### src/rtl/systolic_feeder_if.sv
`default_nettype none
// +----------------------------------------------------------------------------+
// | Module   : systolic_feeder_if                                              |
// | Brief    : Host write/start bus and array-edge outputs of systolic_feeder. |
// | Revision : 1.0                                                             |
// +----------------------------------------------------------------------------+
interface systolic_feeder_if #(
  parameter int N  = 4,
  parameter int DW = 8,
  parameter int AW = 3
);
  logic            wr_en;
  logic            wr_sel;
  logic [AW-1:0]   wr_row;
  logic [AW-1:0]   wr_col;
  logic [DW-1:0]   wr_data;
  logic            start;
  logic [N*DW-1:0] a_edge;
  logic [N*DW-1:0] b_edge;
  logic            pe_clr;
  logic            busy;
  logic            done;

  modport master (
    output wr_en, wr_sel, wr_row, wr_col, wr_data, start,
    input  a_edge, b_edge, pe_clr, busy, done
  );

  modport slave (
    input  wr_en, wr_sel, wr_row, wr_col, wr_data, start,
    output a_edge, b_edge, pe_clr, busy, done
  );
endinterface
`default_nettype wire

### src/rtl/systolic_feeder.sv
`default_nettype none
// +----------------------------------------------------------------------------+
// | Module   : systolic_feeder                                                 |
// | Brief    : Buffers NxN A/B operands and streams them diagonally skewed     |
// |            into a systolic MAC array (clear, feed, flush, done).           |
// | Option   : SYSTOLIC_FEEDER_B_TRANSPOSE_EN stores B writes transposed.      |
// | Revision : 1.0                                                             |
// +----------------------------------------------------------------------------+
module systolic_feeder #(
  parameter int N  = 4,
  parameter int DW = 8,
  parameter int AW = 3
) (
  input  logic               clk,
  input  logic               rst,
  systolic_feeder_if.slave   bus
);

  localparam int            c_DEPTH      = 1 << AW;
  localparam logic [AW:0]   c_N          = (AW+1)'(N);
  localparam logic [AW:0]   c_FEED_LAST  = (AW+1)'(2*N-2);
  localparam logic [AW:0]   c_FLUSH_LAST = (AW+1)'(N-2);

  localparam logic [2:0] c_IDLE  = 3'd0;
  localparam logic [2:0] c_CLR   = 3'd1;
  localparam logic [2:0] c_FEED  = 3'd2;
  localparam logic [2:0] c_FLUSH = 3'd3;
  localparam logic [2:0] c_DONE  = 3'd4;

  logic [2:0]      r_state, w_state_nxt;
  logic [AW:0]     r_t, w_t_nxt;
  logic [DW-1:0]   r_a [c_DEPTH][c_DEPTH];
  logic [DW-1:0]   r_b [c_DEPTH][c_DEPTH];
  logic [N*DW-1:0] w_a_nxt, w_b_nxt, r_a_edge, r_b_edge;
  logic            w_clr_nxt, w_busy_nxt, w_done_nxt;
  logic            r_pe_clr, r_busy, r_done;
  logic            w_wr_ok;

  assign w_wr_ok = bus.wr_en && (r_state == c_IDLE)
                 && ({1'b0, bus.wr_row} < c_N) && ({1'b0, bus.wr_col} < c_N);

  // Operand buffers; a write in the same cycle as start lands before the run reads it.
  always_ff @(posedge clk or negedge rst) begin
    if (!rst) begin
      for (int r = 0; r < c_DEPTH; r++) begin
        for (int c = 0; c < c_DEPTH; c++) begin
          r_a[r][c] <= '0;
          r_b[r][c] <= '0;
        end
      end
    end else if (w_wr_ok) begin
      if (!bus.wr_sel) begin
        r_a[bus.wr_row][bus.wr_col] <= bus.wr_data;
      end else begin
`ifdef SYSTOLIC_FEEDER_B_TRANSPOSE_EN
        r_b[bus.wr_col][bus.wr_row] <= bus.wr_data;
`else
        r_b[bus.wr_row][bus.wr_col] <= bus.wr_data;
`endif
      end
    end
  end

  always_ff @(posedge clk or negedge rst) begin
    if (!rst) begin
      r_state <= c_IDLE;
      r_t     <= '0;
    end else begin
      r_state <= w_state_nxt;
      r_t     <= w_t_nxt;
    end
  end

  // r_t counts feed steps in FEED and is reused as the flush counter in FLUSH.
  always_comb begin
    w_state_nxt = r_state;
    w_t_nxt     = r_t;
    case (r_state)
      c_IDLE: begin
        if (bus.start) w_state_nxt = c_CLR;
      end
      c_CLR: begin
        w_state_nxt = c_FEED;
        w_t_nxt     = '0;
      end
      c_FEED: begin
        if (r_t == c_FEED_LAST) begin
          w_state_nxt = c_FLUSH;
          w_t_nxt     = '0;
        end else begin
          w_t_nxt = r_t + (AW+1)'(1);
        end
      end
      c_FLUSH: begin
        if (r_t == c_FLUSH_LAST) begin
          w_state_nxt = c_DONE;
          w_t_nxt     = '0;
        end else begin
          w_t_nxt = r_t + (AW+1)'(1);
        end
      end
      c_DONE: begin
        w_state_nxt = c_IDLE;
        w_t_nxt     = '0;
      end
      default: begin
        w_state_nxt = c_IDLE;
        w_t_nxt     = '0;
      end
    endcase
  end

  always_comb begin
    w_clr_nxt  = (w_state_nxt == c_CLR);
    w_busy_nxt = (w_state_nxt == c_CLR) || (w_state_nxt == c_FEED) || (w_state_nxt == c_FLUSH);
    w_done_nxt = (w_state_nxt == c_DONE);
  end

  // Lane i carries A row i / B column i, delayed by i steps.
  for (genvar gi = 0; gi < N; gi++) begin : g_lane
    logic [AW:0] w_k;
    logic        w_hit;
    assign w_k   = w_t_nxt - (AW+1)'(gi);
    assign w_hit = (w_state_nxt == c_FEED) && (w_t_nxt >= (AW+1)'(gi)) && (w_k < c_N);
    assign w_a_nxt[gi*DW +: DW] = w_hit ? r_a[gi][w_k[AW-1:0]] : '0;
    assign w_b_nxt[gi*DW +: DW] = w_hit ? r_b[w_k[AW-1:0]][gi] : '0;
  end

  always_ff @(posedge clk or negedge rst) begin
    if (!rst) begin
      r_a_edge <= '0;
      r_b_edge <= '0;
      r_pe_clr <= 1'b0;
      r_busy   <= 1'b0;
      r_done   <= 1'b0;
    end else begin
      r_a_edge <= w_a_nxt;
      r_b_edge <= w_b_nxt;
      r_pe_clr <= w_clr_nxt;
      r_busy   <= w_busy_nxt;
      r_done   <= w_done_nxt;
    end
  end

  assign bus.a_edge = r_a_edge;
  assign bus.b_edge = r_b_edge;
  assign bus.pe_clr = r_pe_clr;
  assign bus.busy   = r_busy;
  assign bus.done   = r_done;

endmodule
`default_nettype wire

### src/flat_wrapper.sv
// flat-port wrapper written by rule: the top's interface ports become plain ports
module systolic_feeder_flat 
#(
  parameter int N  = 4,
  parameter int DW = 8,
  parameter int AW = 3
)
  (clk, rst, bus_wr_en, bus_wr_sel, bus_wr_row, bus_wr_col, bus_wr_data, bus_start, bus_a_edge, bus_b_edge, bus_pe_clr, bus_busy, bus_done);
  systolic_feeder_if #(.N(N), .DW(DW), .AW(AW)) bus_i ();
  input  logic clk;
  input  logic rst;
  input wire logic [$bits(bus_i.wr_en)-1:0] bus_wr_en;
  input wire logic [$bits(bus_i.wr_sel)-1:0] bus_wr_sel;
  input wire logic [$bits(bus_i.wr_row)-1:0] bus_wr_row;
  input wire logic [$bits(bus_i.wr_col)-1:0] bus_wr_col;
  input wire logic [$bits(bus_i.wr_data)-1:0] bus_wr_data;
  input wire logic [$bits(bus_i.start)-1:0] bus_start;
  output wire logic [$bits(bus_i.a_edge)-1:0] bus_a_edge;
  output wire logic [$bits(bus_i.b_edge)-1:0] bus_b_edge;
  output wire logic [$bits(bus_i.pe_clr)-1:0] bus_pe_clr;
  output wire logic [$bits(bus_i.busy)-1:0] bus_busy;
  output wire logic [$bits(bus_i.done)-1:0] bus_done;
  assign bus_i.wr_en = bus_wr_en;
  assign bus_i.wr_sel = bus_wr_sel;
  assign bus_i.wr_row = bus_wr_row;
  assign bus_i.wr_col = bus_wr_col;
  assign bus_i.wr_data = bus_wr_data;
  assign bus_i.start = bus_start;
  assign bus_a_edge = bus_i.a_edge;
  assign bus_b_edge = bus_i.b_edge;
  assign bus_pe_clr = bus_i.pe_clr;
  assign bus_busy = bus_i.busy;
  assign bus_done = bus_i.done;
  systolic_feeder #(.N(N), .DW(DW), .AW(AW)) u_core (.clk(clk), .rst(rst), .bus(bus_i));
endmodule
### config.mk
export PLATFORM = sky130hd
export DESIGN_NAME = systolic_feeder_flat
export DESIGN_NICKNAME = d
export VERILOG_FILES = /design/src/rtl/systolic_feeder_if.sv /design/src/rtl/systolic_feeder.sv /design/src/flat_wrapper.sv
export SDC_FILE = /design/constraint.sdc
export NUM_CORES = 1
export LEC_CHECK = 0
export BUFFER_PORTS_ARGS = -buffer_cell sky130_fd_sc_hd__buf_4
export CORE_UTILIZATION = 40
export CTS_CLUSTER_SIZE = 28
export DETAILED_ROUTE_END_ITERATION = 10
export GPL_TIMING_DRIVEN = 0
export PLACE_DENSITY = 0.65
export SYNTH_ARGS = -nofsm -noshare
export SYNTH_HDL_FRONTEND = slang
export SYNTH_SLANG_ARGS = --single-unit
export TNS_END_PERCENT = 1
### constraint.sdc
create_clock -name clk -period 3.1 [get_ports clk]
set_input_delay 0.155 -clock clk [delete_from_list [all_inputs] [get_ports clk]]
set_output_delay 0.155 -clock clk [all_outputs]
set_load 0.01 [all_outputs]
# After elaboration in Yosys (flattened, before gate mapping)
# Index checks and enable logic that the tools add are counted.
# totals
regBits,1098
latchBits,0
ramBits,0
rom_bits,0
in_bits,19
wordCells,236
n_memories,0
# op_classes
addsub,4
multipliers,0
n_div,0
order_cmp,18
eq_ne,9
n_shift,0
muxes,45
n_bitwise,7
n_reduce_logical,18
# ops
operator,n
$bwmux 512,2
$bmux 64 s3,4
$demux 64 s3,1
$mux 64,3
$mux 8,17
$mux 56,2
$bmux 8 s3,4
$mux 48,2
$mux 40,2
$demux 8 s3,1
$ge 4x4->1 const B,6
$not 3->4,6
$lt 4x3->1 const B,4
$logic_and 1x1->1,13
$eq 3x2->1 const B,4
$pmux 3 s4,1
$pmux 4 s3,1
$mux 3,3
$ge 4x1->1 const B,2
$ge 4x2->1 const B,2
$lt 4x1->1 const B,2
$mux 4,2
$sub 4x2->4 const B,2
$eq 3x1->1 const B,2
10 further kinds,13

# Logic depth before layout (Yosys ltp)
# logic_depth
ltp_word,9
depth_mapped,15

# Worst setup path after synthesis
# OpenSTA, ideal clock, no wires.
# synth_timing
path_kind,reg-to-reg
startpoint,register u_core.r_t[0]
endpoint,"register u_core.r_b_edge[24], in the netlist u_core.bus.b_edge[24]"
setup_time_ns,0.119
t_arrival_ns,2.911
required_ns,2.981
setup_slack_ns,0.070
stages_incl_launch_ff,14
n_path_buf,5
synth_period_minus_slack_ns,3.030
path_cell_list,dfrtp_1 -> inv_1 -> ha_1 -> nor2b_2 -> buf_6 -> a21oi_1 -> a21o_1 -> buf_2 -> buf_2 -> ha_1 -> buf_1 -> clkbuf_1 -> mux4_2 -> and2_1
# synth_between
elab_chain_cells,9
elab_cells_between_ends,20
cone_classes,add/sub: 2; order compare: 2; eq/ne: 3; mux: 10; bitwise: 1; reduce/logical: 2
# synth_lines
item,line_no,source
from (decl),systolic_feeder.sv:31,"logic [AW:0] r_t, w_t_nxt;"
from (signal assigned),systolic_feeder.sv:70,r_t <= w_t_nxt;
"$add 4x1->4, or another cell as far along","systolic_feeder.sv:91, systolic_feeder.sv:99",
$mux 4 (on tied branches),"systolic_feeder.sv:95, systolic_feeder.sv:87",
$pmux 4 s3 *,systolic_feeder.sv:78,case (r_state)
via u_core.g_lane[0].w_k[1],systolic_feeder.sv:121,logic [AW:0] w_k;
$sub 4x2->4,systolic_feeder.sv:123,assign w_k = w_t_nxt - (AW+1)'(gi);
$not 3->4 (implied by the code),systolic_feeder.sv:126,assign w_b_nxt[gi*DW +: DW] = w_hit ? r_b[w_k[AW-1:0]][gi] : '0;
$bmux 64 s3,systolic_feeder.sv:126,
$mux 40 (implied by the code) (2 in a row),systolic_feeder.sv:126,
$mux 8 *,systolic_feeder.sv:126,
via u_core.w_b_nxt[24],systolic_feeder.sv:34,"logic [N*DW-1:0] w_a_nxt, w_b_nxt, r_a_edge, r_b_edge;"
to (signal assigned),systolic_feeder.sv:138,r_b_edge <= w_b_nxt;
to (decl),systolic_feeder.sv:34,
# The timed path passes the listed nets; every way through them passes the cells marked *. The select of a mux whose other input is x is not followed.
# A chain may end at the register's enable or synchronous reset.

# Worst setup path after layout
# layout_timing
startpoint,register u_core.r_t[0]
endpoint,"register u_core.r_a_edge[9], in the netlist u_core.bus.a_edge[9]"
# layout_between
elab_chain_cells,9
elab_cells_between_ends,20
cone_classes,add/sub: 2; order compare: 2; eq/ne: 3; mux: 10; bitwise: 1; reduce/logical: 2
# layout_lines
item,line_no,source
"$add 4x1->4, or another cell as far along","systolic_feeder.sv:91, systolic_feeder.sv:99",
$mux 4 (on tied branches),"systolic_feeder.sv:95, systolic_feeder.sv:87",
$pmux 4 s3 *,systolic_feeder.sv:78,
via u_core.g_lane[0].w_k[1],systolic_feeder.sv:121,
$sub 4x1->4,systolic_feeder.sv:123,
$not 3->4 (implied by the code),systolic_feeder.sv:125,assign w_a_nxt[gi*DW +: DW] = w_hit ? r_a[gi][w_k[AW-1:0]] : '0;
$bmux 8 s3,systolic_feeder.sv:125,
$mux 8 (implied by the code) (2 in a row),systolic_feeder.sv:125,
$mux 8 *,systolic_feeder.sv:125,
via u_core.w_a_nxt[9],systolic_feeder.sv:34,
to (signal assigned),systolic_feeder.sv:137,r_a_edge <= w_a_nxt;
to (decl),systolic_feeder.sv:34,
# Marks and branches as above.

==> run metrics <==
Main synth FF type=dfrtp_1; initial antenna violation count=0; Area contributors post-synth=dfrtp_1 59%, mux2_2 20%, mux4_2 7.8%, mux2i_1 2.4%, nor2_1 1.6%; Achievable Freq=around 0.33 GHz; critical path endpoint category=flip-flop; port buffer count=85; Layout Skew=between 0.01 and 0.015 ns; grt total ovfl=0; sequential power share=a little under a third; largest net degree at the start of global routing=between 100 and 150; total CTS buffers=37; cell area after layout=about 17,000 um2; Max Cap Viol=0; Final GP Congestion=roughly 0.79; Nets=1,108; slew margin rel.=a little under a tenth; synthesized flop and latch total=approximately 330; core area=34,800 um2; Clk pin slew, worst setup/hold paths=about 0.060 ns; Total GRT Usage=19.1%; Logic pwr share=40.7%; DRT Pass-1 Iters=4; H-tree depth=2; Post-DP HPWL=22,400 um; VDD IR max=between 0.7 and 0.8 mV; clock power share=roughly 29%; Setup Crit Path Kind=reg2reg; Die X=approximately 190 um; Via density=5.28; total routed wirelength=around 34,000 um; leakage=approximately 8.5 nW; synthesized instance count=about 940; CP max stage cell=dfrtp_2; Slew @ Worst Pin=1.36 ns; CP Data Required Time=between 3 and 4 ns; Synth Area in Compound Gates=2.18%; R2R depth=16; largest family of logic cells by synthesized area=multiplexers; Post-Synth Adder-Cell Area=less than 1%; syn_nets=roughly 960; Min-Delay Path Class=in2async; cell taking the most area after synthesis=dfrtp_1; WHS=roughly 0.26 ns; Design Power=around 15 mW; top-count cell post-synth=dfrtp_1; P_int=approximately 9.8 mW; clk_lat worst skew=approximately 0.52 ns; Unique masters post-synth=51; Async SR Flop Fraction=100%; num rows=roughly 70; share of post-route cells with drive strength above 1=roughly 48%; DRT iter0 DRCs=between 400 and 500; top cell type's share of synthesized area=~59%; simple-gate share of the synthesized area=under 10%; total power per unit cell area=between 800 and 900 nW/um2; Mapped Area=about 14,000 um2; Root Driver=clkbuf_16; Final Hold Fails=0; # IOs=between 80 and 90; post-synthesis share of cell area spent on xor and xnor gates=less than 1%; Die Y=191 um; commonest cells in the netlist=334 x dfrtp_1, 256 x mux2_2, 60 x nor2_1; Yosys warning count=0; placed cell areas=roughly 15,000 um2; vias=8,268; Non-Filler Instances=1,566; CTS tree=done; Setup Viol. Count Final=0; WP data arrival=~3.5 ns; RSZ-0062 raised after global routing=yes; Final min period=3.07 ns; crit path launch type=flip-flop; switching portion of total power=a little over a third; initial core utilization=around two fifths; number of flops mapped to enable cells by yosys=0; drt drc=0; placed insts=1,480; register area share after synthesis=between 50% and 60%; NetSw=about 5.5 mW; status=finished clean; Syn-to-layout area delta=21.7%; DIE AREA=between 30,000 and 40,000 um2; first-pass GRT wire length=between 50,000 and 60,000 um; TNS Setup=0 ns; drt wl/cell=21.5 um; antenna diode count=0; multiplexer share of the synthesized area=a little under a third; Max Transition Viols Final=0; crit path cell chain=inv_1 > ha_2 > nor2b_2 > buf_6 > a21oi_4 > a21o_1 > buf_6 > buf_12 > inv_2 > ha_1 > o21ai_0 > a21boi_0 > o211ai_1 > buf_4 > buf_4 > nor2_2; Tcrit/Tclk final=between 90 and 100%; max incr delay on CP=0.44 ns; Clock Sink Count=approximately 330; Synth Area per Inst=between 15 and 20 um2; deepest clock path buffer count=3; Antenna Nets Post-Route=0; number of global-route vias before repair=~9,000; crit-path max FO=12
registers in the layout (all words and copies together) (netlist names):
name               cells
u_core.bus.b_edge     32
u_core.r_state         3
u_core.bus.a_edge     32
u_core.r_b           132
u_core.bus.pe_clr      1
u_core.bus.done        1
u_core.bus.busy        1
u_core.r_t             4
u_core.r_a           128
metrics by stage:
stage          worst slack (ns)  util [%]
6_report                 0.0261      49.7
5_1_grt                  -0.133      49.7
4_1_cts                -0.00947      49.0
3_5_place_dp             -0.841      44.5
3_3_place_gp              -1.23      44.4
2_1_floorplan            0.0698         -
routing by layer:
| metal | global-route usage, % | vias to the layer above | share of wire (%) |
|---|---|---|---|
| met5 | 0 | - | 0 |
| li1 | - | 3670 | - |
| met3 | 3.86 | 62 | 5.7 |
| met1 | 27.3 | 4327 | 46 |
| met4 | 6.06 | 0 | 2.6 |
| met2 | 29.0 | 209 | 45 |
power groups by stage:
stage / clock [mW] / sequential (mW) / combinational, mW
CTS: 4.53 / 4.62 / 5.50
global placement: 0 / 4.69 / 4.80
floorplan: 0 / 4.71 / 3.20
detailed placement: 0 / 4.70 / 4.82
finish: 4.42 / 4.62 / 6.20
global route: 4.71 / 4.63 / 6.61
kinds of logic after synthesis:
family | Yosys count
AO/OA/AOI/OAI | 37
XOR/XNOR | 7
adder cells (fa/ha/maj) | 7
buffers and inverters | 69
flip-flops | 334
multiplexers | 339
AND/OR/NAND/NOR | 145
cell usage in the layout (no fill, tap or decap), types with 3 or more instances in the layout:
master	synthesis	routed
a21oi_1	4	3
a221oi_2	0	12
and2_1	18	18
buf_12	2	4
buf_2	12	7
buf_4	5	94
buf_6	2	4
buf_8	0	3
clkbuf_1	36	38
clkbuf_16	0	40
clkbuf_4	0	3
clkbuf_8	0	13
clkinv_2	0	8
dfrtp_1	334	333
dlygate4sd3_1	0	10
ha_1	7	4
inv_1	9	7
mux2_2	256	256
mux2i_1	34	34
mux4_2	49	49
nand2_1	24	24
nor2_1	60	48
nor2_2	1	6
nor2_4	0	7
nor2b_1	20	20
nor3b_1	5	4
o21ai_0	4	4
critical path, delay by kind of cell, from the launching register on:
family	cells	cell delay, ns
compound gates	5	0.85
fa+ha+maj	2	0.35
buf+inv	7	1.00
flops	1	0.44
simple gates	2	0.34
worst paths after layout:
check | to | from | slack, ns
worst min-delay path | u_core.bus.a_edge[20] | rst | 0.26
worst max register to register | u_core.bus.a_edge[9] | u_core.r_t[0] | 0.03
worst max-delay path | u_core.bus.a_edge[9] | u_core.r_t[0] | 0.03
worst min register to register | u_core.r_b[166] | u_core.r_b[166] | 0.46
max in group asynchronous | u_core.bus.b_edge[12] | rst | 1.75
min in group clk | u_core.bus.pe_clr | bus_start | 0.44
final cells by class:
type                    instances  area, um2
repair buffers                106        898
well taps                     455        569
fillers                      2962      17500
multi-input cells             535       5800
flip-flops and latches        334       8360
clock buffers                  55       1130
plain buffers                  58        392
inverters                      10       42.5
clock inverters                13        124
repair_timing:
action                                  4_1_cts  5_1_grt
pin swaps                                     3        4
endpoints found under the hold margin       119        0
endpoints found under the setup margin       58       48
hold buffers                                 10        0
buffers inserted                              3        5
cloned                                        0        1
gates resized for setup                      39       44
Note: power is estimated with default switching activity, not from simulation.
